File: config.mk
export PLATFORM = sky130hd
export DESIGN_NAME = cmd_grant_arbiter_aged_flat
export DESIGN_NICKNAME = d
export VERILOG_FILES = /design/src/rtl/cmd_grant_arbiter_aged_if.sv /design/src/rtl/cmd_grant_arbiter_aged.sv /design/src/flat_wrapper.sv
export SDC_FILE = /design/constraint.sdc
export NUM_CORES = 1
export LEC_CHECK = 0
export ABC_AREA = 1
export BUFFER_PORTS_ARGS = -buffer_cell sky130_fd_sc_hd__buf_2
export CAP_MARGIN = 20
export CORE_MARGIN = 4
export CORE_UTILIZATION = 52
export CTS_BUF_LIST = sky130_fd_sc_hd__clkbuf_8
export CTS_CLUSTER_SIZE = 8
export DETAILED_ROUTE_END_ITERATION = 10
export GPL_TIMING_DRIVEN = 0
export PLACE_DENSITY = 0.76
export SLEW_MARGIN = 20
export SYNTH_ARGS = -nofsm -noshare
export SYNTH_HDL_FRONTEND = slang
export SYNTH_SLANG_ARGS = --single-unit
File: constraint.sdc
create_clock -name clk -period 3.1 [get_ports clk]
set_clock_uncertainty 0.1 [all_clocks]
set_input_delay 0.465 -clock clk [delete_from_list [all_inputs] [get_ports clk]]
set_output_delay 0.465 -clock clk [all_outputs]
set_load 0.02 [all_outputs]
File: src/rtl/cmd_grant_arbiter_aged_if.sv
// CMD-bus grant handshake between the RankControllers and the channel arbiter.
// CMDGRANT_STATS_EN adds the per-rank grant and starvation counter outputs.
interface cmd_grant_arbiter_aged_if #(
  parameter int NUMRANK = 4,
  parameter int RW      = 3,
  parameter int WW      = 3
);
  logic [NUMRANK-1:0]    readyRdVector;
  logic [NUMRANK-1:0]    readyWrVector;
  logic [NUMRANK-1:0]    fsmWaitVector;
  logic [NUMRANK*RW-1:0] readReqCnt;
  logic [NUMRANK*WW-1:0] writeReqCnt;
  logic                  grantACK;
  logic                  writeMode;
  logic [NUMRANK-1:0]    CMDGrantVector;
  logic                  rankTransition;
  logic                  starveGrant;
`ifdef CMDGRANT_STATS_EN
  logic [NUMRANK*16-1:0] grantCount;
  logic [15:0]           starveCount;

  modport master (
    output readyRdVector, readyWrVector, fsmWaitVector, readReqCnt, writeReqCnt,
    output grantACK, writeMode,
    input  CMDGrantVector, rankTransition, starveGrant, grantCount, starveCount
  );
  modport slave (
    input  readyRdVector, readyWrVector, fsmWaitVector, readReqCnt, writeReqCnt,
    input  grantACK, writeMode,
    output CMDGrantVector, rankTransition, starveGrant, grantCount, starveCount
  );
`else
  modport master (
    output readyRdVector, readyWrVector, fsmWaitVector, readReqCnt, writeReqCnt,
    output grantACK, writeMode,
    input  CMDGrantVector, rankTransition, starveGrant
  );
  modport slave (
    input  readyRdVector, readyWrVector, fsmWaitVector, readReqCnt, writeReqCnt,
    input  grantACK, writeMode,
    output CMDGrantVector, rankTransition, starveGrant
  );
`endif
endinterface

File: src/rtl/cmd_grant_arbiter_aged.sv
// Channel CMD-bus arbiter: age override, then deepest queue, then round-robin; tRTR gap on rank switch.
// Optional CMDGRANT_STATS_EN adds saturating grant/starvation counters.
module cmd_grant_arbiter_aged #(
  parameter int NUMRANK            = 4,
  parameter int READCMDQUEUEDEPTH  = 8,
  parameter int WRITECMDQUEUEDEPTH = 8,
  parameter int AGELIMIT           = 16,
  parameter int TRTR               = 2
) (
  input logic                     clk,
  input logic                     rst,
  cmd_grant_arbiter_aged_if.slave bus
);
  localparam int RW = $clog2(READCMDQUEUEDEPTH);
  localparam int WW = $clog2(WRITECMDQUEUEDEPTH);
  localparam int CW = (RW > WW) ? RW : WW;
  localparam int AW = $clog2(AGELIMIT + 1);
  localparam int PW = $clog2(NUMRANK);
  localparam int GW = (TRTR > 1) ? $clog2(TRTR + 1) : 1;

  typedef enum logic [1:0] {IDLE, GRANT, GAP} state_t;

  state_t             state, state_d;
  logic [NUMRANK-1:0] grant, grant_d;
  logic               rt_q, rt_d, sg_q, sg_d;
  logic [GW-1:0]      gap_cnt, gap_d;
  logic [PW-1:0]      rr_ptr, last_rank;
  logic               last_valid, wm_q;
  logic [AW-1:0]      age [NUMRANK];

  logic [NUMRANK-1:0] avail, starve, deep, next_cmd;
  logic [CW-1:0]      cnt [NUMRANK];
  logic [CW-1:0]      max_cnt;
  logic               any_starve, ack_ok, mode_toggle;
  logic [PW-1:0]      g_idx, g_next, nc_idx, rr_eff;

  function automatic logic [NUMRANK-1:0] pick(input logic [NUMRANK-1:0] m, input logic [PW-1:0] ptr);
    logic [NUMRANK-1:0] r;
    logic               found;
    int unsigned        j;
    r     = '0;
    found = 1'b0;
    for (int unsigned k = 0; k < NUMRANK; k++) begin
      j = 32'(ptr) + k;
      if (j >= NUMRANK) j = j - NUMRANK;
      if (!found && m[PW'(j)]) begin
        r[PW'(j)] = 1'b1;
        found     = 1'b1;
      end
    end
    return r;
  endfunction

  function automatic logic [PW-1:0] idx_of(input logic [NUMRANK-1:0] oh);
    logic [PW-1:0] r;
    r = '0;
    for (int unsigned i = 0; i < NUMRANK; i++) begin
      if (oh[i]) r = r | PW'(i);
    end
    return r;
  endfunction

  always_comb begin
    avail = (bus.writeMode ? bus.readyWrVector : bus.readyRdVector) & ~bus.fsmWaitVector;
    for (int unsigned i = 0; i < NUMRANK; i++) begin
      cnt[i] = bus.writeMode ? CW'(bus.writeReqCnt[i*WW +: WW]) : CW'(bus.readReqCnt[i*RW +: RW]);
    end
  end

  always_comb begin
    max_cnt = '0;
    for (int unsigned i = 0; i < NUMRANK; i++) begin
      if (avail[i] && (cnt[i] > max_cnt)) max_cnt = cnt[i];
    end
  end

  always_comb begin
    starve = '0;
    deep   = '0;
    for (int unsigned i = 0; i < NUMRANK; i++) begin
      starve[i] = avail[i] && (age[i] == AW'(AGELIMIT));
      deep[i]   = avail[i] && (cnt[i] == max_cnt);
    end
  end

  // On an ACK cycle arbitration already uses the advanced pointer, so the
  // rank just served loses round-robin ties to its successors.
  always_comb begin
    ack_ok      = bus.grantACK && (|grant);
    mode_toggle = bus.writeMode != wm_q;
    g_idx       = idx_of(grant);
    g_next      = (g_idx == PW'(NUMRANK - 1)) ? '0 : g_idx + PW'(1);
    rr_eff      = ack_ok ? g_next : rr_ptr;
    any_starve  = |starve;
    next_cmd    = any_starve ? pick(starve, rr_eff) : pick(deep, rr_eff);
    nc_idx      = idx_of(next_cmd);
  end

  always_comb begin
    state_d = state;
    grant_d = grant;
    gap_d   = gap_cnt;
    rt_d    = 1'b0;
    sg_d    = 1'b0;
    case (state)
      IDLE: begin
        if (|next_cmd) begin
          if (!last_valid || (nc_idx == last_rank) || (TRTR == 0)) begin
            grant_d = next_cmd;
            rt_d    = last_valid && (nc_idx != last_rank);
            sg_d    = any_starve;
            state_d = GRANT;
          end else begin
            gap_d   = GW'(TRTR);
            state_d = GAP;
          end
        end
      end
      GRANT: begin
        if (ack_ok) begin
          if (next_cmd == '0) begin
            grant_d = '0;
            state_d = IDLE;
          end else if ((nc_idx == g_idx) || (TRTR == 0)) begin
            grant_d = next_cmd;
            rt_d    = nc_idx != g_idx;
            sg_d    = any_starve;
          end else begin
            grant_d = '0;
            gap_d   = GW'(TRTR);
            state_d = GAP;
          end
        end else if (((grant & avail) == '0) || mode_toggle) begin
          grant_d = '0;
          state_d = IDLE;
        end
      end
      GAP: begin
        if (gap_cnt <= GW'(1)) begin
          if (|next_cmd) begin
            grant_d = next_cmd;
            rt_d    = last_valid && (nc_idx != last_rank);
            sg_d    = any_starve;
            state_d = GRANT;
          end else begin
            state_d = IDLE;
          end
        end else begin
          gap_d = gap_cnt - GW'(1);
        end
      end
      default: begin
        grant_d = '0;
        state_d = IDLE;
      end
    endcase
  end

  always_ff @(posedge clk or negedge rst) begin
    if (!rst) begin
      state      <= IDLE;
      grant      <= '0;
      rt_q       <= 1'b0;
      sg_q       <= 1'b0;
      gap_cnt    <= '0;
      rr_ptr     <= '0;
      last_rank  <= '0;
      last_valid <= 1'b0;
      wm_q       <= 1'b0;
      for (int unsigned i = 0; i < NUMRANK; i++) age[i] <= '0;
    end else begin
      state   <= state_d;
      grant   <= grant_d;
      rt_q    <= rt_d;
      sg_q    <= sg_d;
      gap_cnt <= gap_d;
      wm_q    <= bus.writeMode;
      if (ack_ok) begin
        rr_ptr     <= g_next;
        last_rank  <= g_idx;
        last_valid <= 1'b1;
      end
      for (int unsigned i = 0; i < NUMRANK; i++) begin
        if (!avail[i] || (grant[i] && bus.grantACK)) age[i] <= '0;
        else if (age[i] != AW'(AGELIMIT)) age[i] <= age[i] + AW'(1);
      end
    end
  end

  assign bus.CMDGrantVector = grant;
  assign bus.rankTransition = rt_q;
  assign bus.starveGrant    = sg_q;

`ifdef CMDGRANT_STATS_EN
  logic [15:0] grant_count [NUMRANK];
  logic [15:0] starve_count;

  always_ff @(posedge clk or negedge rst) begin
    if (!rst) begin
      starve_count <= '0;
      for (int unsigned i = 0; i < NUMRANK; i++) grant_count[i] <= '0;
    end else begin
      if (sg_q && (starve_count != '1)) starve_count <= starve_count + 16'd1;
      for (int unsigned i = 0; i < NUMRANK; i++) begin
        if (ack_ok && grant[i] && (grant_count[i] != '1)) grant_count[i] <= grant_count[i] + 16'd1;
      end
    end
  end

  for (genvar gi = 0; gi < NUMRANK; gi++) begin : g_stats
    assign bus.grantCount[gi*16 +: 16] = grant_count[gi];
  end
  assign bus.starveCount = starve_count;
`endif
endmodule

File: src/flat_wrapper.sv
// flat-port wrapper written by rule: the top's interface ports become plain ports
module cmd_grant_arbiter_aged_flat 
#(
  parameter int NUMRANK            = 4,
  parameter int READCMDQUEUEDEPTH  = 8,
  parameter int WRITECMDQUEUEDEPTH = 8,
  parameter int AGELIMIT           = 16,
  parameter int TRTR               = 2
)
  (clk, rst, bus_readyRdVector, bus_readyWrVector, bus_fsmWaitVector, bus_readReqCnt, bus_writeReqCnt, bus_grantACK, bus_writeMode, bus_CMDGrantVector, bus_rankTransition, bus_starveGrant);
  cmd_grant_arbiter_aged_if #(.NUMRANK(NUMRANK), .RW(3), .WW(3)) bus_i ();
  input logic clk;
  input logic rst;
  input wire logic [$bits(bus_i.readyRdVector)-1:0] bus_readyRdVector;
  input wire logic [$bits(bus_i.readyWrVector)-1:0] bus_readyWrVector;
  input wire logic [$bits(bus_i.fsmWaitVector)-1:0] bus_fsmWaitVector;
  input wire logic [$bits(bus_i.readReqCnt)-1:0] bus_readReqCnt;
  input wire logic [$bits(bus_i.writeReqCnt)-1:0] bus_writeReqCnt;
  input wire logic [$bits(bus_i.grantACK)-1:0] bus_grantACK;
  input wire logic [$bits(bus_i.writeMode)-1:0] bus_writeMode;
  output wire logic [$bits(bus_i.CMDGrantVector)-1:0] bus_CMDGrantVector;
  output wire logic [$bits(bus_i.rankTransition)-1:0] bus_rankTransition;
  output wire logic [$bits(bus_i.starveGrant)-1:0] bus_starveGrant;
  assign bus_i.readyRdVector = bus_readyRdVector;
  assign bus_i.readyWrVector = bus_readyWrVector;
  assign bus_i.fsmWaitVector = bus_fsmWaitVector;
  assign bus_i.readReqCnt = bus_readReqCnt;
  assign bus_i.writeReqCnt = bus_writeReqCnt;
  assign bus_i.grantACK = bus_grantACK;
  assign bus_i.writeMode = bus_writeMode;
  assign bus_CMDGrantVector = bus_i.CMDGrantVector;
  assign bus_rankTransition = bus_i.rankTransition;
  assign bus_starveGrant = bus_i.starveGrant;
  cmd_grant_arbiter_aged #(.NUMRANK(NUMRANK), .READCMDQUEUEDEPTH(READCMDQUEUEDEPTH), .WRITECMDQUEUEDEPTH(WRITECMDQUEUEDEPTH), .AGELIMIT(AGELIMIT), .TRTR(TRTR)) u_core (.clk(clk), .rst(rst), .bus(bus_i));
endmodule
==> impl_metrics.py, run 1 <==
metrics = {
    "setup_path": {
        "r2r-end": "u_core.bus.starveGrant",
        "cpLargestDelayFamily": "simple AND/OR/NAND/NOR gates",
        "crit_start": "bus_writeMode",
        "r2r_start": "u_core.bus.CMDGrantVector[1]",
        "r2r_slack_ns": -0.71,
        "crit_required_ns": 3.18,
        "r2r_cells": 21,
        "critPathArrivalTime_ns": 5.78,
        "criticalPathCategory": "in -> reg",
        "startpoint_type": "input pin",
        "critPathBufInv": 5,
        "crit_path_end": "u_core.bus.starveGrant",
        "slowest_delay_ns": 0.37,
        "slowest_stage": "ha_1",
        "cpMostUsedCell": "nand2_4",
        "worst-path-max-fanout": 10,
        "cp-end-kind": "register",
        "worstSetupPathDepth": 42,
    },
    "grt": {
        "antenna_found_initial": 0,
        "grt_pass1_vias": 3832,
        "grt_pass1_wl_um": 17040,
        "track_usage_pct": 24.02,
        "grt_max_degree": 37,
        "overflow": 0,
    },
    "sta": {
        "rsz0062_at_grt": "yes",
        "hold_viol_final": 0,
        "fin_crit_ns": 5.700,
        "worst_pin_slew_ns": 0.9199,
        "setup_violations": 10,
        "max_freq_mhz": 175.4,
        "slew_violations": 0,
        "maxSlewHeadroom_pct": 38.10,
        "fin_crit_sh_pct": 183.9,
        "hold_ws_ns": 0.1428,
        "setup_slack_ns": -2.600,
    },
    "power": {
        "report.power.total_mw": 3.813,
        "powerDensity_mw_per_mm2": 717.7,
        "peakVddDrop_mv": 0.3445,
        "p_leak_nw": 2.633,
    },
    "yosys": {
        "syn_avg_cell_area_um2": 6.475,
        "synth-edff-count": 0,
        "synthArstFlopShare_pct": 100.0,
        "syn_inst": 572,
        "synth_nets": 636,
        "ys.flop_type": "dfrtp_1",
        "synth-seq-area-share_pct": 24.32,
        "yosys_warnings": 0,
        "syn_area_mm2": 0.003704,
        "synth_cell_types": 42,
        "synth_seq_cells": 36,
    },
    "routing": {
        "drtPass1Iterations": 5,
        "wire_per_inst_um": 15.81,
        "via_per_inst": 5.709,
        "vias": 4310,
        "ant_nets": 0,
        "drt_iter0_drc": 284,
        "totalWireLength_um": 11940,
        "drc": 0,
    },
    "clocking": {
        "clk_latency_ns": 0.30,
        "clk_pin_slew_ns": 0.08,
        "clock_path_buffers": 2,
        "cts_buffers": 5,
        "holdBufCountCts": 0,
        "htreeDepth": 2,
        "cts_tree": "yes",
        "cts_sinks": 36,
        "cts_root_buffer": "clkbuf_8",
    },
    "cells_and_area": {
        "area_growth_pct": 43.45,
        "multiInputGateArea_mm2": 0.003262,
        "drive_above_1_share_pct": 43.40,
        "antennaDiodeCount": 0,
        "instances_no_fill": 755,
        "num-fill-cells": 465,
        "final-seq-area_um2": 900.9,
        "fin_nets": 723,
    },
    "flow_run": {
        "drv_cap": 0,
    },
    "outcome": {
        "violations": "setup timing",
        "outcome": "complete, but fails checks",
    },
    "die": {
        "placementRows": 30,
        "initial_utilization_pct": 53.92,
        "core_area_mm2": 0.006869,
        "ios": 46,
        "die_area_mm2": 0.008537,
        "die_h_um": 92.40,
        "die_w_um": 92.40,
    },
    "placed_design": {
        "dp_hpwl_um": 7198,
        "gp_congestion": 0.9024,
        "place_ws_ns": -3.052,
        "dp.cells": 713,
        "portBuffers": 45,
    },
    "worst_hold_path": {
        "worstHoldPathType": "in -> async",
    },
}
how the worst min path moves through the flow:
stage,from,endpoint,slack [ns],cells past startpoint
final,rst,u_core.last_rank[1],0.14,1
after global routing,rst,u_core.last_rank[1],0.21,1
after CTS,rst,u_core.last_rank[1],0.18,1
after detailed placement,u_core.gap_cnt[1],u_core.gap_cnt[1],0.37,2
after global placement,u_core.gap_cnt[1],u_core.gap_cnt[1],0.36,2
after floorplan,rst,u_core.age[0],0.07,0
synthesized netlist by cell type, types with 2 or more instances:
cell type | instances | area (um^2)
dfrtp_1 | 36 | 900.9
o221ai_1 | 2 | 17.52
nand3b_1 | 3 | 22.52
inv_2 | 10 | 37.54
a21oi_1 | 26 | 130.1
or2_2 | 2 | 12.51
nand3_1 | 75 | 375.4
nand3_2 | 11 | 110.1
nor2_4 | 5 | 56.30
xnor2_1 | 4 | 35.03
or2_1 | 5 | 31.28
inv_1 | 71 | 266.5
nand2_2 | 12 | 75.07
ha_1 | 24 | 300.3
o211ai_1 | 2 | 15.01
buf_2 | 2 | 10.01
o21ai_1 | 12 | 60.06
o21ai_2 | 3 | 26.28
buf_4 | 4 | 30.03
xor2_1 | 8 | 70.07
nand4_1 | 7 | 43.79
o21ai_0 | 19 | 95.09
nor3_1 | 11 | 55.05
nand2_4 | 2 | 22.52
nand2_1 | 156 | 585.6
nor2_1 | 41 | 153.9
nor2_2 | 4 | 25.02
placed cells by master, fill, tap and decap left out, drive strengths merged, types with 2 or more instances in the layout:
cell    instances
nor2           50
or2             8
o21ai          34
ha             24
o211ai          2
clkbuf          7
nand3b          4
a21oi          27
nand3          87
nand4           7
a31oi           2
xnor2           4
dfrtp          36
buf            87
nand2         170
inv            82
nor3           12
o221ai          2
xor2            8
cells by family after synthesis:
kind of cell	after synthesis	synth area share, %
AND/OR/NAND/NOR	341	44.12
AO/OA/AOI/OAI	70	10.91
flip-flops	36	24.32
buffers and inverters	89	9.696
adder cells (fa/ha/maj)	24	8.108
XOR/XNOR	12	2.838
state kept, by name (all words and copies together) (netlist names):
| name | cells |
|---|---|
| u_core.bus.CMDGrantVector | 4 |
| u_core.gap_cnt | 2 |
| u_core.bus.starveGrant | 1 |
| u_core.last_valid | 1 |
| u_core.last_rank | 2 |
| u_core.state | 2 |
| u_core.wm_q | 1 |
| u_core.bus.rankTransition | 1 |
| u_core.rr_ptr | 2 |
| u_core.age | 20 |
stage by stage:
stage	cell area, um^2	TNS [ns]	util [%]
after detailed placement	4233	-30.11	61.62
final	5313	-25.48	77.34
after global placement	4233	-28.56	61.62
after global routing	5313	-27.59	77.34
after floorplan	3887	-19.97	-
after CTS	4731	-22.22	68.87
area by class of cell:
class	count	area share, %
multi-input combinational	447	61.40
inverter	82	6.265
tap	96	2.261
timing repair buffer	80	9.750
sequential	36	16.96
clock buffer	7	1.813
buffer	7	1.554
report_power, final:
group          leakage (nW)  switching (mW)  internal, mW
combinational          2.10            1.80          1.05
clock                0.0503           0.168         0.198
sequential            0.478          0.0599         0.539
total                  2.63            2.03          1.79
routing by layer:
layer	GRT usage, %	up-vias	routed length [um]
li1	-	2049	-
met2	42.30	219	5905
met5	0	-	0
met1	31.13	1983	4766
met4	3.837	0	489
met3	4.305	59	773
timing repair:
item,CTS,global route
setup endpoints to repair,10,10
gates resized for setup,56,118
setup buffers,21,14
pin swaps,45,81
hold endpoints to repair,0,0
Note: power is estimated with default switching activity, not from simulation.
==> run 2, diff against run 1 <==
- ABC_AREA: 1 -> not set
- CELL_PAD_IN_SITES_DETAIL_PLACEMENT: not set -> 0
- CELL_PAD_IN_SITES_GLOBAL_PLACEMENT: not set -> 1
- CORE_UTILIZATION: 52 -> 40
- PLACE_DENSITY: 0.76 -> not set
- PLACE_DENSITY_LB_ADDON: not set -> 0.1
==> impl_metrics.py, run 2 <==
metrics = {
    "routing": {
        "drtPass1Iterations": 4,
        "wire_per_inst_um": 16.63,
        "totalWireLength_um": 11540,
        "drt_iter0_drc": 235,
        "vias": 3970,
        "via_per_inst": 5.720,
        "ant_nets": 0,
        "drc": 0,
    },
    "setup_path": {
        "slowest_delay_ns": 0.40,
        "cp-end-kind": "register",
        "criticalPathCategory": "in -> reg",
        "r2r-end": "u_core.bus.CMDGrantVector[0]",
        "r2r_start": "u_core.bus.CMDGrantVector[1]",
        "cpMostUsedCell": "buf_12",
        "worst-path-max-fanout": 6,
        "crit_required_ns": 3.19,
        "r2r_slack_ns": -2.60,
        "crit_path_end": "u_core.bus.CMDGrantVector[0]",
        "critPathArrivalTime_ns": 7.42,
        "r2r_cells": 17,
        "crit_start": "bus_writeMode",
        "slowest_stage": "or3_4",
        "startpoint_type": "input pin",
    },
    "yosys": {
        "yosys_warnings": 0,
        "synthArstFlopShare_pct": 100.0,
        "netlist.area_leader.share_pct": 23.17,
        "syn_inst": 462,
        "synth_seq_cells": 36,
        "synth_area_leaders": "dfrtp_1 (23%), ha_1 (7.7%), mux2i_1 (6.2%), nor2_1 (4.3%), nand2_1 (3.5%)",
        "synth_top_family_by_area": "compound AO/OA/AOI/OAI gates",
        "yosys.area_share.simple_pct": 22.47,
        "syn_area_mm2": 0.003887,
        "synth_nets": 526,
        "synth-xor-area-share_pct": 5.182,
        "synth-seq-area-share_pct": 23.17,
        "ys.flop_type": "dfrtp_1",
        "synth.area.mux_share_pct": 10.46,
        "synth_commonest_cells": "nor2_1 (45), dfrtp_1 (36), nand2_1 (36)",
        "syn_avg_cell_area_um2": 8.414,
        "synth_compound_area_share_pct": 25.68,
        "synth_area_leader_cell": "dfrtp_1",
        "synth_cell_types": 79,
        "synth-edff-count": 0,
        "yosysMostFrequentCell": "nor2_1",
        "yosys.area_share.adder_pct": 7.724,
    },
    "sta": {
        "fin_crit_ns": 7.332,
        "setup_slack_ns": -4.232,
        "rsz0062_at_grt": "yes",
        "hold_viol_final": 0,
        "max_freq_mhz": 136.4,
        "fin_crit_sh_pct": 236.5,
        "worst_pin_slew_ns": 0.8723,
        "maxSlewHeadroom_pct": 41.40,
        "slew_violations": 0,
        "hold_ws_ns": 0.1651,
        "setup-tns-final_ns": -41.51,
        "setup_violations": 10,
    },
    "power": {
        "powerDensity_mw_per_mm2": 589.8,
        "p_leak_nw": 2.231,
        "peakVddDrop_mv": 0.2555,
        "report.power.total_mw": 3.166,
    },
    "cells_and_area": {
        "final_cell_mix": "buf_4 (46), buf_2 (45), nor2_1 (43)",
        "layout_commonest_cell": "buf_4",
        "largest_reg_flops": 20,
        "area_growth_pct": 38.08,
        "antennaDiodeCount": 0,
        "drive_above_1_share_pct": 37.35,
        "fin_nets": 628,
        "num-fill-cells": 871,
        "regMostFlops": "u_core.age",
    },
    "die": {
        "die_h_um": 106.6,
        "core_area_mm2": 0.009371,
        "die_area_mm2": 0.01136,
        "ios": 46,
        "die_w_um": 106.6,
        "initial_utilization_pct": 41.48,
        "placementRows": 35,
    },
    "grt": {
        "grt_max_degree": 37,
        "grt_pass1_vias": 3998,
        "antenna_found_initial": 0,
        "grt_pass1_wl_um": 18910,
        "track_usage_pct": 20.02,
        "overflow": 0,
    },
    "placed_design": {
        "portBuffers": 45,
        "gp_congestion": 0.8560,
        "dp_hpwl_um": 8083,
    },
    "clocking": {
        "clk_pin_slew_ns": 0.08,
        "clk_latency_ns": 0.29,
        "cts_buffers": 5,
        "cts_tree": "yes",
        "holdBufCountCts": 0,
        "htreeDepth": 2,
        "cts_root_buffer": "clkbuf_8",
        "clock_path_buffers": 2,
        "cts_sinks": 36,
    },
    "outcome": {
        "violations": "setup timing",
        "outcome": "complete, but fails checks",
    },
    "flow_run": {
        "drv_cap": 0,
    },
    "worst_hold_path": {
        "worstHoldPathType": "in -> async",
    },
}
run 2: cell count changes after synthesis, moves of 12 or more:
cell and delta:
inv_1 -42, mux2i_1 +24, nand2_1 -120, nand2_2 -12
nand3_1 -51
run 2: timing repair:
action                                  4_1_cts  5_1_grt
endpoints found under the setup margin       10       10
pin swaps                                    39       33
gates cloned                                  0        0
buffers inserted                             34       18
gates resized for setup                      65       28
run 2: routing by layer:
| layer | share of wire, % | up-vias | GRT usage, % |
|---|---|---|---|
| li1 | - | 1934 | - |
| met1 | 45 | 1941 | 25.92 |
| met2 | 51 | 85 | 36.20 |
| met3 | 3.0 | 10 | 1.264 |
| met4 | 0.99 | 0 | 5.114 |
| met5 | 0 | - | 0 |
run 2: logic make-up (layout without fill, tap and decap cells):
kind of cell | count (synthesis) | count (layout)
xor gates and xnor gates | 23 | 23
muxes | 36 | 36
DFF | 36 | 36
AOI/OAI and AO/OA | 125 | 125
and+or+nand+nor | 172 | 172
buffers and inverters | 46 | 149
adders and majority gates | 24 | 24
run 2: how the worst min path moves through the flow:
stage                      startpoint           endpoint  slack [ns]
floorplan                         rst      u_core.age[0]        0.07
global placement    u_core.last_valid  u_core.last_valid        0.40
detailed placement  u_core.last_valid  u_core.last_valid        0.40
CTS                     bus_writeMode        u_core.wm_q        0.17
global route            bus_writeMode        u_core.wm_q        0.19
finish                            rst     u_core.age[14]        0.17
run 2: final cells by class:
cell class | count | area [um^2] | share of cell area (%)
multi-input combinational | 380 | 3292 | 61.33
sequential | 36 | 900.9 | 16.78
timing repair buffer | 97 | 674.4 | 12.56
tap | 129 | 161.4 | 3.007
inverter | 31 | 118.9 | 2.214
buffer | 13 | 108.9 | 2.028
clock buffer | 5 | 68.82 | 1.282
clock inverter | 3 | 42.54 | 0.7925
run 2: where the power goes:
group,internal (mW),switching [mW]
Sequential,0.533,0.0556
Clock,0.238,0.196
Combinational,0.962,1.18
Total,1.73,1.43
run 2: through the flow:
step,setup WS (ns),instances,area (um^2),util (%)
after floorplan,-4.218,462,4003,-
after global placement,-5.245,636,4389,46.84
after detailed placement,-5.249,636,4389,46.84
after CTS,-4.079,678,5101,54.43
after global routing,-4.448,694,5368,57.28
final,-4.232,694,5368,57.28
run 2: worst max-delay path, delay by kind of cell:
| kind | cells | cell delay [ns] |
|---|---|---|
| buffers and inverters | 9 | 1.04 |
| muxes | 3 | 0.78 |
| adders and majority gates | 3 | 0.66 |
| and+or+nand+nor | 9 | 1.63 |
| AOI/OAI and AO/OA | 13 | 2.82 |
